## src/rtl/mac_result_drain_pkg.sv

```systemverilog
// Shared types and helpers for the MAC result drain: FSM states, mode codes,
// lane-count and accumulator-width functions.
package mac_drain_pkg;

   typedef enum logic [2:0] {
      ST_IDLE,
      ST_CLEAR,
      ST_ACCUM,
      ST_FLUSH0,
      ST_FLUSH1,
      ST_CAPTURE,
      ST_DRAIN
   } state_t;

   localparam logic [1:0] MODE_1X = 2'd0;
   localparam logic [1:0] MODE_2X = 2'd1;
   localparam logic [1:0] MODE_4X = 2'd3;

   function automatic logic [2:0] lane_count(input logic [1:0] mode);
      case (mode)
         MODE_2X: return 3'd2;
         MODE_4X: return 3'd4;
         default: return 3'd1;
      endcase
   endfunction

   function automatic logic mode_valid(input logic [1:0] mode);
      return (mode == MODE_1X) || (mode == MODE_2X) || (mode == MODE_4X);
   endfunction

   function automatic int z_width(input int w, input int a, input int p);
      return w + a + 4 * p;
   endfunction

endpackage

```

## src/rtl/mac_result_drain_if.sv

```systemverilog
// Beat-input and lane-output handshakes of the MAC result drain.
// valid/ready: a transfer happens on a rising edge where both are high; the
// producer holds valid and payload stable until that edge.
interface mac_result_drain_if #(
   parameter int Z_WIDTH = 32
);
   logic               in_valid;
   logic               in_ready;
   logic               out_valid;
   logic               out_ready;
   logic [Z_WIDTH-1:0] out_data;
   logic [1:0]         out_lane;
   logic               out_last;

   modport master (
      input  in_valid,
      output in_ready,
      output out_valid,
      input  out_ready,
      output out_data,
      output out_lane,
      output out_last
   );

   modport slave (
      output in_valid,
      input  in_ready,
      input  out_valid,
      output out_ready,
      input  out_data,
      input  out_lane,
      input  out_last
   );
endinterface

```

## src/rtl/mac_result_drain_lane_unpack.sv

```systemverilog
// Combinational lane extraction from the guard-interleaved accumulator word.
// With MAC_DRAIN_GUARD_CHECK_EN defined it also reports the guard-bit mask.
module mac_lane_unpack import mac_drain_pkg::*; #(
   parameter int W_WIDTH    = 8,
   parameter int A_WIDTH    = 8,
   parameter int PLUS_WIDTH = 4,
   localparam int Z_WIDTH   = z_width(W_WIDTH, A_WIDTH, PLUS_WIDTH)
) (
   input  logic [Z_WIDTH-1:0] q,
   input  logic [1:0]         mode,
   input  logic [1:0]         lane,
`ifdef MAC_DRAIN_GUARD_CHECK_EN
   output logic [Z_WIDTH-1:0] guard_mask,
`endif
   output logic [Z_WIDTH-1:0] out_data
);

   // Each quarter holds D data bits with PLUS_WIDTH guard bits above them.
   localparam int D   = (W_WIDTH + A_WIDTH) / 4;
   localparam int QW  = D + PLUS_WIDTH;
   localparam int EX1 = Z_WIDTH - QW - 3 * D;
   localparam int EX2 = Z_WIDTH - QW - D;
   localparam int EX4 = Z_WIDTH - QW;

   logic [QW-1:0] qt [4];
   logic [D-1:0]  dt [4];

   always_comb begin
      for (int k = 0; k < 4; k++) begin
         qt[k] = q[k*QW +: QW];
         dt[k] = q[k*QW +: D];
      end
   end

   always_comb begin
      out_data = '0;
      case (mode)
         MODE_4X: out_data = {{EX4{qt[lane][QW-1]}}, qt[lane]};
         MODE_2X: begin
            if (lane[0]) out_data = {{EX2{qt[3][QW-1]}}, qt[3], dt[2]};
            else         out_data = {{EX2{qt[1][QW-1]}}, qt[1], dt[0]};
         end
         default: out_data = {{EX1{qt[3][QW-1]}}, qt[3], dt[2], dt[1], dt[0]};
      endcase
   end

`ifdef MAC_DRAIN_GUARD_CHECK_EN
   always_comb begin
      guard_mask = '0;
      case (mode)
         MODE_1X: begin
            for (int k = 0; k < 3; k++) guard_mask[k*QW+D +: PLUS_WIDTH] = '1;
         end
         MODE_2X: begin
            guard_mask[D +: PLUS_WIDTH]        = '1;
            guard_mask[2*QW+D +: PLUS_WIDTH]   = '1;
         end
         default: guard_mask = '0;
      endcase
   end
`endif

endmodule

```

## src/rtl/mac_result_drain.sv

```systemverilog
// Control-and-drain stage behind the multiplex MAC: clear, count beats, wait out
// the MAC pipeline, capture z and stream lanes. Optional MAC_DRAIN_GUARD_CHECK_EN.
module mac_result_drain import mac_drain_pkg::*; #(
   parameter int W_WIDTH         = 8,
   parameter int A_WIDTH         = 8,
   parameter int PLUS_WIDTH      = 4,
   parameter int CONFIG_AW_WIDTH = 2,
   parameter int LEN_WIDTH       = 8,
   localparam int Z_WIDTH        = z_width(W_WIDTH, A_WIDTH, PLUS_WIDTH)
) (
   input  logic                       clk,
   input  logic                       rst,
   input  logic                       start,
   input  logic [CONFIG_AW_WIDTH-1:0] config_aw,
   input  logic [LEN_WIDTH-1:0]       len,
   output logic [CONFIG_AW_WIDTH-1:0] cfg_out,
   output logic                       accu_rst,
   input  logic [Z_WIDTH-1:0]         z,
   output logic                       busy,
   output logic                       cfg_err,
   output logic                       guard_err,
   output state_t                     dbg_state,
   mac_result_drain_if.master         bus
);

   state_t                     state, state_next;
   logic [CONFIG_AW_WIDTH-1:0] cfg_q;
   logic [LEN_WIDTH-1:0]       len_q;
   logic [LEN_WIDTH-1:0]       beat_cnt;
   logic [1:0]                 lane_idx;
   logic [1:0]                 last_lane;
   logic [Z_WIDTH-1:0]         q;
   logic [Z_WIDTH-1:0]         lane_data;
   logic                       start_ok;
   logic                       beat_fire;
   logic                       last_beat;
   logic                       lane_fire;
   logic                       at_last_lane;

   assign start_ok     = start && mode_valid(config_aw);
   assign beat_fire    = (state == ST_ACCUM) && bus.in_valid;
   assign last_beat    = beat_cnt == len_q - LEN_WIDTH'(1);
   assign last_lane    = 2'(lane_count(cfg_q) - 3'd1);
   assign at_last_lane = lane_idx == last_lane;
   assign lane_fire    = (state == ST_DRAIN) && bus.out_ready;

   always_ff @(posedge clk or posedge rst) begin
      if (rst) state <= ST_IDLE;
      else     state <= state_next;
   end

   always_comb begin
      state_next = state;
      case (state)
         ST_IDLE:    if (start_ok) state_next = ST_CLEAR;
         ST_CLEAR:   state_next = (len_q != '0) ? ST_ACCUM : ST_FLUSH0;
         ST_ACCUM:   if (beat_fire && last_beat) state_next = ST_FLUSH0;
         ST_FLUSH0:  state_next = ST_FLUSH1;
         ST_FLUSH1:  state_next = ST_CAPTURE;
         ST_CAPTURE: state_next = ST_DRAIN;
         ST_DRAIN:   if (lane_fire && at_last_lane) state_next = ST_IDLE;
         default:    state_next = ST_IDLE;
      endcase
   end

   always_ff @(posedge clk or posedge rst) begin
      if (rst) begin
         cfg_q    <= '0;
         len_q    <= '0;
         beat_cnt <= '0;
         lane_idx <= '0;
         q        <= '0;
         cfg_err  <= 1'b0;
      end else begin
         cfg_err <= (state == ST_IDLE) && start && !mode_valid(config_aw);
         if ((state == ST_IDLE) && start_ok) begin
            cfg_q    <= config_aw;
            len_q    <= len;
            beat_cnt <= '0;
            lane_idx <= '0;
         end
         if (beat_fire) beat_cnt <= beat_cnt + LEN_WIDTH'(1);
         // Two flush cycles cover the MAC pipeline before z is sampled.
         if (state == ST_CAPTURE) q <= z;
         if (lane_fire) lane_idx <= at_last_lane ? 2'd0 : lane_idx + 2'd1;
      end
   end

`ifdef MAC_DRAIN_GUARD_CHECK_EN
   logic [Z_WIDTH-1:0] guard_mask;

   always_ff @(posedge clk or posedge rst) begin
      if (rst)                                             guard_err <= 1'b0;
      else if ((state == ST_CAPTURE) && |(z & guard_mask)) guard_err <= 1'b1;
   end
`else
   assign guard_err = 1'b0;
`endif

   mac_lane_unpack #(
      .W_WIDTH    (W_WIDTH),
      .A_WIDTH    (A_WIDTH),
      .PLUS_WIDTH (PLUS_WIDTH)
   ) u_unpack (
      .q          (q),
      .mode       (cfg_q),
      .lane       (lane_idx),
`ifdef MAC_DRAIN_GUARD_CHECK_EN
      .guard_mask (guard_mask),
`endif
      .out_data   (lane_data)
   );

   assign busy          = state != ST_IDLE;
   assign accu_rst      = state == ST_CLEAR;
   assign cfg_out       = cfg_q;
   assign dbg_state     = state;
   assign bus.in_ready  = state == ST_ACCUM;
   assign bus.out_valid = state == ST_DRAIN;
   assign bus.out_data  = lane_data;
   assign bus.out_lane  = lane_idx;
   assign bus.out_last  = (state == ST_DRAIN) && at_last_lane;

endmodule

```

## src/flat_wrapper.sv

```systemverilog
// flat-port wrapper written by rule: the top's interface ports become plain ports
module mac_result_drain_flat import mac_drain_pkg::*;
#(
   parameter int W_WIDTH         = 8,
   parameter int A_WIDTH         = 8,
   parameter int PLUS_WIDTH      = 4,
   parameter int CONFIG_AW_WIDTH = 2,
   parameter int LEN_WIDTH       = 8,
   localparam int Z_WIDTH        = z_width(W_WIDTH, A_WIDTH, PLUS_WIDTH)
)
  (clk, rst, start, config_aw, len, cfg_out, accu_rst, z, busy, cfg_err, guard_err, dbg_state, bus_in_valid, bus_in_ready, bus_out_valid, bus_out_ready, bus_out_data, bus_out_lane, bus_out_last);
  mac_result_drain_if #(.Z_WIDTH(32)) bus_i ();
  input  logic clk;
  input  logic rst;
  input  logic start;
  input  logic [CONFIG_AW_WIDTH-1:0] config_aw;
  input  logic [LEN_WIDTH-1:0] len;
  output logic [CONFIG_AW_WIDTH-1:0] cfg_out;
  output logic accu_rst;
  input  logic [Z_WIDTH-1:0] z;
  output logic busy;
  output logic cfg_err;
  output logic guard_err;
  output state_t dbg_state;
  input wire logic [$bits(bus_i.in_valid)-1:0] bus_in_valid;
  output wire logic [$bits(bus_i.in_ready)-1:0] bus_in_ready;
  output wire logic [$bits(bus_i.out_valid)-1:0] bus_out_valid;
  input wire logic [$bits(bus_i.out_ready)-1:0] bus_out_ready;
  output wire logic [$bits(bus_i.out_data)-1:0] bus_out_data;
  output wire logic [$bits(bus_i.out_lane)-1:0] bus_out_lane;
  output wire logic [$bits(bus_i.out_last)-1:0] bus_out_last;
  assign bus_i.in_valid = bus_in_valid;
  assign bus_in_ready = bus_i.in_ready;
  assign bus_out_valid = bus_i.out_valid;
  assign bus_i.out_ready = bus_out_ready;
  assign bus_out_data = bus_i.out_data;
  assign bus_out_lane = bus_i.out_lane;
  assign bus_out_last = bus_i.out_last;
  mac_result_drain #(.W_WIDTH(W_WIDTH), .A_WIDTH(A_WIDTH), .PLUS_WIDTH(PLUS_WIDTH), .CONFIG_AW_WIDTH(CONFIG_AW_WIDTH), .LEN_WIDTH(LEN_WIDTH)) u_core (.clk(clk), .rst(rst), .start(start), .config_aw(config_aw), .len(len), .cfg_out(cfg_out), .accu_rst(accu_rst), .z(z), .busy(busy), .cfg_err(cfg_err), .guard_err(guard_err), .dbg_state(dbg_state), .bus(bus_i));
endmodule
```

## config.mk

```make
export PLATFORM = sky130hd
export DESIGN_NAME = mac_result_drain_flat
export DESIGN_NICKNAME = d
export VERILOG_FILES = /design/src/rtl/mac_result_drain_pkg.sv /design/src/rtl/mac_result_drain_if.sv /design/src/rtl/mac_result_drain_lane_unpack.sv /design/src/rtl/mac_result_drain.sv /design/src/flat_wrapper.sv
export SDC_FILE = /design/constraint.sdc
export NUM_CORES = 1
export LEC_CHECK = 0
export ABC_CLOCK_PERIOD_IN_PS = 2450
export CORE_MARGIN = 2
export CORE_UTILIZATION = 48
export DETAILED_ROUTE_END_ITERATION = 10
export GPL_TIMING_DRIVEN = 0
export HOLD_SLACK_MARGIN = 0.02
export PLACE_DENSITY = 0.8
export SKIP_LAST_GASP = 1
export SLEW_MARGIN = 5
export SYNTH_ARGS = -nofsm -noshare
export SYNTH_HDL_FRONTEND = slang
export SYNTH_SLANG_ARGS = --single-unit
```

## constraint.sdc

```tcl
create_clock -name clk -period 2.45 [get_ports clk]
set_input_delay 0.3675 -clock clk [delete_from_list [all_inputs] [get_ports clk]]
set_output_delay 0.3675 -clock clk [all_outputs]
set_load 0.005 [all_outputs]
```

==> flow_summary.json <==
{
  "die_area_um2": 7590,
  "drive_above_1_share_pct": 28.1,
  "die_h_um": 87.1,
  "seqCellArea_um2": 1400,
  "route.detailed.drc": 0,
  "fin_crit_ns": 2.41,
  "via_per_inst": 5.46,
  "hold-worst-slack_ns": 0.388,
  "grt_start_max_net_pins": 37,
  "yosys.area_share.simple_pct": 17.3,
  "p_leak_nw": 2.05,
  "ys_seq_area_share_pct": 42.3,
  "die_w_um": 87.1,
  "required_ns": 2.08,
  "worstSetupPathType": "flip-flop to output port",
  "grt_pass1_vias": 2902,
  "dp_hpwl_um": 6350,
  "yosys_warnings": 0,
  "cts_tree": "done",
  "ant_nets": 0,
  "ir_worst_vdd_mv": 0.493,
  "cts_sinks": 56,
  "core-area_um2": 6720,
  "io_pins": 93,
  "startpoint_type": "flip-flop",
  "nNetsFinal": 503,
  "antennaDiodeCount": 0,
  "worst_setup_path_end_kind": "output port",
  "drv_cap": 0,
  "grt_pass1_wl_um": 14200,
  "status": "finished, final reports clean",
  "reg2regPathDepth": 5,
  "hold_violations": 0,
  "drt-total-wl_um": 8670,
  "clock.fmax_mhz": 415,
  "cts_buffer_depth": 2,
  "cts_hold_buffers": 0,
  "route.detailed.wl_per_inst_um": 16.2,
  "netlist_instances": 339,
  "fin_ws_ns": 0.0395,
  "antenna_found_initial": 0,
  "ys_types": 56,
  "fp-row-count": 30,
  "post_layout_nonfiller_instances": 535,
  "synth.net_count": 388,
  "mostFrequentLayoutCells": "59 x clkdlybuf4s50_1, 54 x dfrtp_1, 50 x nand2_1, 31 x mux2_2, 28 x o21ai_0",
  "gp_congestion": 0.922,
  "synth-seq-cells": 56,
  "worstReg2RegStart": "u_core.dbg_state[0]$_DFFE_PP0P_",
  "fillers": 532,
  "synth-edff-count": 0,
  "pre_cts_ws_ns": -0.558,
  "pwr_density_cell_nw_per_um2": 1270,
  "cts_buffers": 5,
  "synth_area_per_cell_um2": 9.78,
  "final_common_cell": "clkdlybuf4s50_1",
  "dr.pass1.iters": 4,
  "finalCritPeriodShare_pct": 98.4,
  "r2r_setup_slack_ns": 0.76,
  "io_buffers": 91,
  "synth-adder-area-share_pct": 0.755,
  "worstHoldPathType": "input pin to asynchronous set/reset pin",
  "grt-ovfl-total": 0,
  "crit_start": "u_core.bus.out_lane[0]$_DFFE_PP0P_",
  "multi_input_area_um2": 1680,
  "critPathMaxFanout": 4,
  "critPathArrivalTime_ns": 2.04,
  "start_util_pct": 49.3,
  "drt_iter0_markers": 291,
  "synth_top_family_by_area": "simple AND/OR/NAND/NOR gates",
  "slew_viol_final": 0,
  "rsz0062_at_grt": "true",
  "timing.rr.end": "u_core.len_q[0]$_DFFE_PP0P_",
  "root_buffer": "clkbuf_8",
  "skew_ns": 0.00381,
  "clkLatencyLatePin_ns": 0.30,
  "place_inst": 511,
  "clkTransAtPathRegs_ns": 0.10,
  "cts_max_level": 2,
  "synth-xor-area-share_pct": 3.93,
  "muxShareOfSynthArea_pct": 16.0,
  "synthArstFlopShare_pct": 100,
  "num_vias": 2921,
  "track_usage_pct": 23.9,
  "crit_end": "bus_out_data[17]",
  "syn2layout_area_growth_pct": 38.4,
  "synth-compound-area-share_pct": 11.1,
  "synthFlopType": "dfrtp_1",
  "power.total_mw": 5.82,
  "setup_viol": 0,
  "synth_area_um2": 3310
}
==> how the worst min path moves through the flow <==
stage	start	to	slack, ns	cells after the start
after floorplan	u_core.q[21]$_DFFE_PP0N_	u_core.q[21]$_DFFE_PP0N_	0.46	1
after global placement	u_core.q[20]$_DFFE_PP0N_	u_core.q[20]$_DFFE_PP0N_	0.48	1
after detailed placement	u_core.q[21]$_DFFE_PP0N_	u_core.q[21]$_DFFE_PP0N_	0.48	1
after CTS	rst	u_core.q[22]$_DFFE_PP0N_	0.41	2
after global routing	rst	u_core.q[6]$_DFFE_PP0N_	0.43	2
final	rst	u_core.q[22]$_DFFE_PP0N_	0.39	2
==> layer usage <==
layer / part of all wire (%) / GRT usage (%) / vias to the layer above
met5: 0 / 0 / -
met4: 1.8 / 6.85 / 0
met3: 5.7 / 3.79 / 16
met2: 48 / 39.6 / 108
met1: 44 / 32.6 / 1407
li1: - / - / 1390
==> state kept, by name (all words and copies together) (netlist names) <==
| signal | count |
|---|---|
| u_core.cfg_out | 2 |
| u_core.cfg_err | 1 |
| u_core.dbg_state | 3 |
| u_core.len_q | 8 |
| u_core.q | 32 |
| u_core.beat_cnt | 8 |
| u_core.bus.out_lane | 2 |
==> synth_stat cells (3+ instances only) <==
master / n / area (µm²)
dfrtp_1: 56 / 1400
nand2_1: 50 / 188
mux2_2: 31 / 349
o21ai_0: 31 / 155
nor2_1: 19 / 71.3
inv_1: 18 / 67.6
buf_4: 15 / 113
mux2i_1: 9 / 90.1
nand3_1: 9 / 45.0
xnor2_1: 9 / 78.8
a21oi_1: 7 / 35.0
clkbuf_1: 7 / 26.3
a22oi_1: 4 / 30.0
and2_1: 4 / 25.0
buf_2: 4 / 20.0
buf_6: 4 / 45.0
nor2b_1: 4 / 25.0
xor2_1: 4 / 35.0
mux4_2: 3 / 67.6
nand2_2: 3 / 18.8
nand4_1: 3 / 18.8
o221ai_1: 3 / 26.3
o22ai_1: 3 / 18.8
==> kinds of logic after synthesis <==
| kind of cell | after synthesis |
|---|---|
| and+or+nand+nor | 110 |
| DFF | 56 |
| AOI/OAI and AO/OA | 60 |
| buffers and inverters | 51 |
| adders and majority gates | 2 |
| muxes | 45 |
| xor gates and xnor gates | 14 |
| other | 1 |
==> critical path, stage by stage, from the launching register on <==
cell,delay (ns)
dfrtp_2,0.42
mux4_2,0.52
nand2b_4,0.17
nand3_4,0.13
buf_6,0.12
o21ai_1,0.09
dlygate4sd2_1,0.28
==> per-stage QoR <==
step	cell area, µm²	TNS, ns	utilization (%)
floorplan	3310	0	-
global placement	4330	-22.74	64.4
detailed placement	4350	-7.06	64.7
CTS	4570	-0.701	68.1
global route	4590	-0.0756	68.2
finish	4590	0	68.2
==> cell type report <==
class | instances | area share [%]
Clock buffer | 6 | 1.80
Buffer | 30 | 4.86
Tap cell | 80 | 2.18
Sequential cell | 56 | 30.6
Timing Repair Buffer | 109 | 22.2
Clock inverter | 2 | 0.218
Inverter | 19 | 1.56
Multi-Input combinational cell | 233 | 36.6
==> report_power, final <==
part           internal, mW  switching, mW  total [mW]
clock network         0.227          0.292       0.519
logic                  1.98           1.56        3.54
registers              1.33          0.432        1.76
total                  3.54           2.28        5.82
==> what timing repair did <==
| item | in CTS | in global routing |
|---|---|---|
| resized for setup | 47 | 53 |
| gates cloned | 1 | 0 |
| endpoints found under the hold margin | 0 | 0 |
| setup buffers | 15 | 2 |
| setup endpoints to repair | 32 | 24 |
| pin swaps | 1 | 2 |
Note: power is estimated with default switching activity, not from simulation.
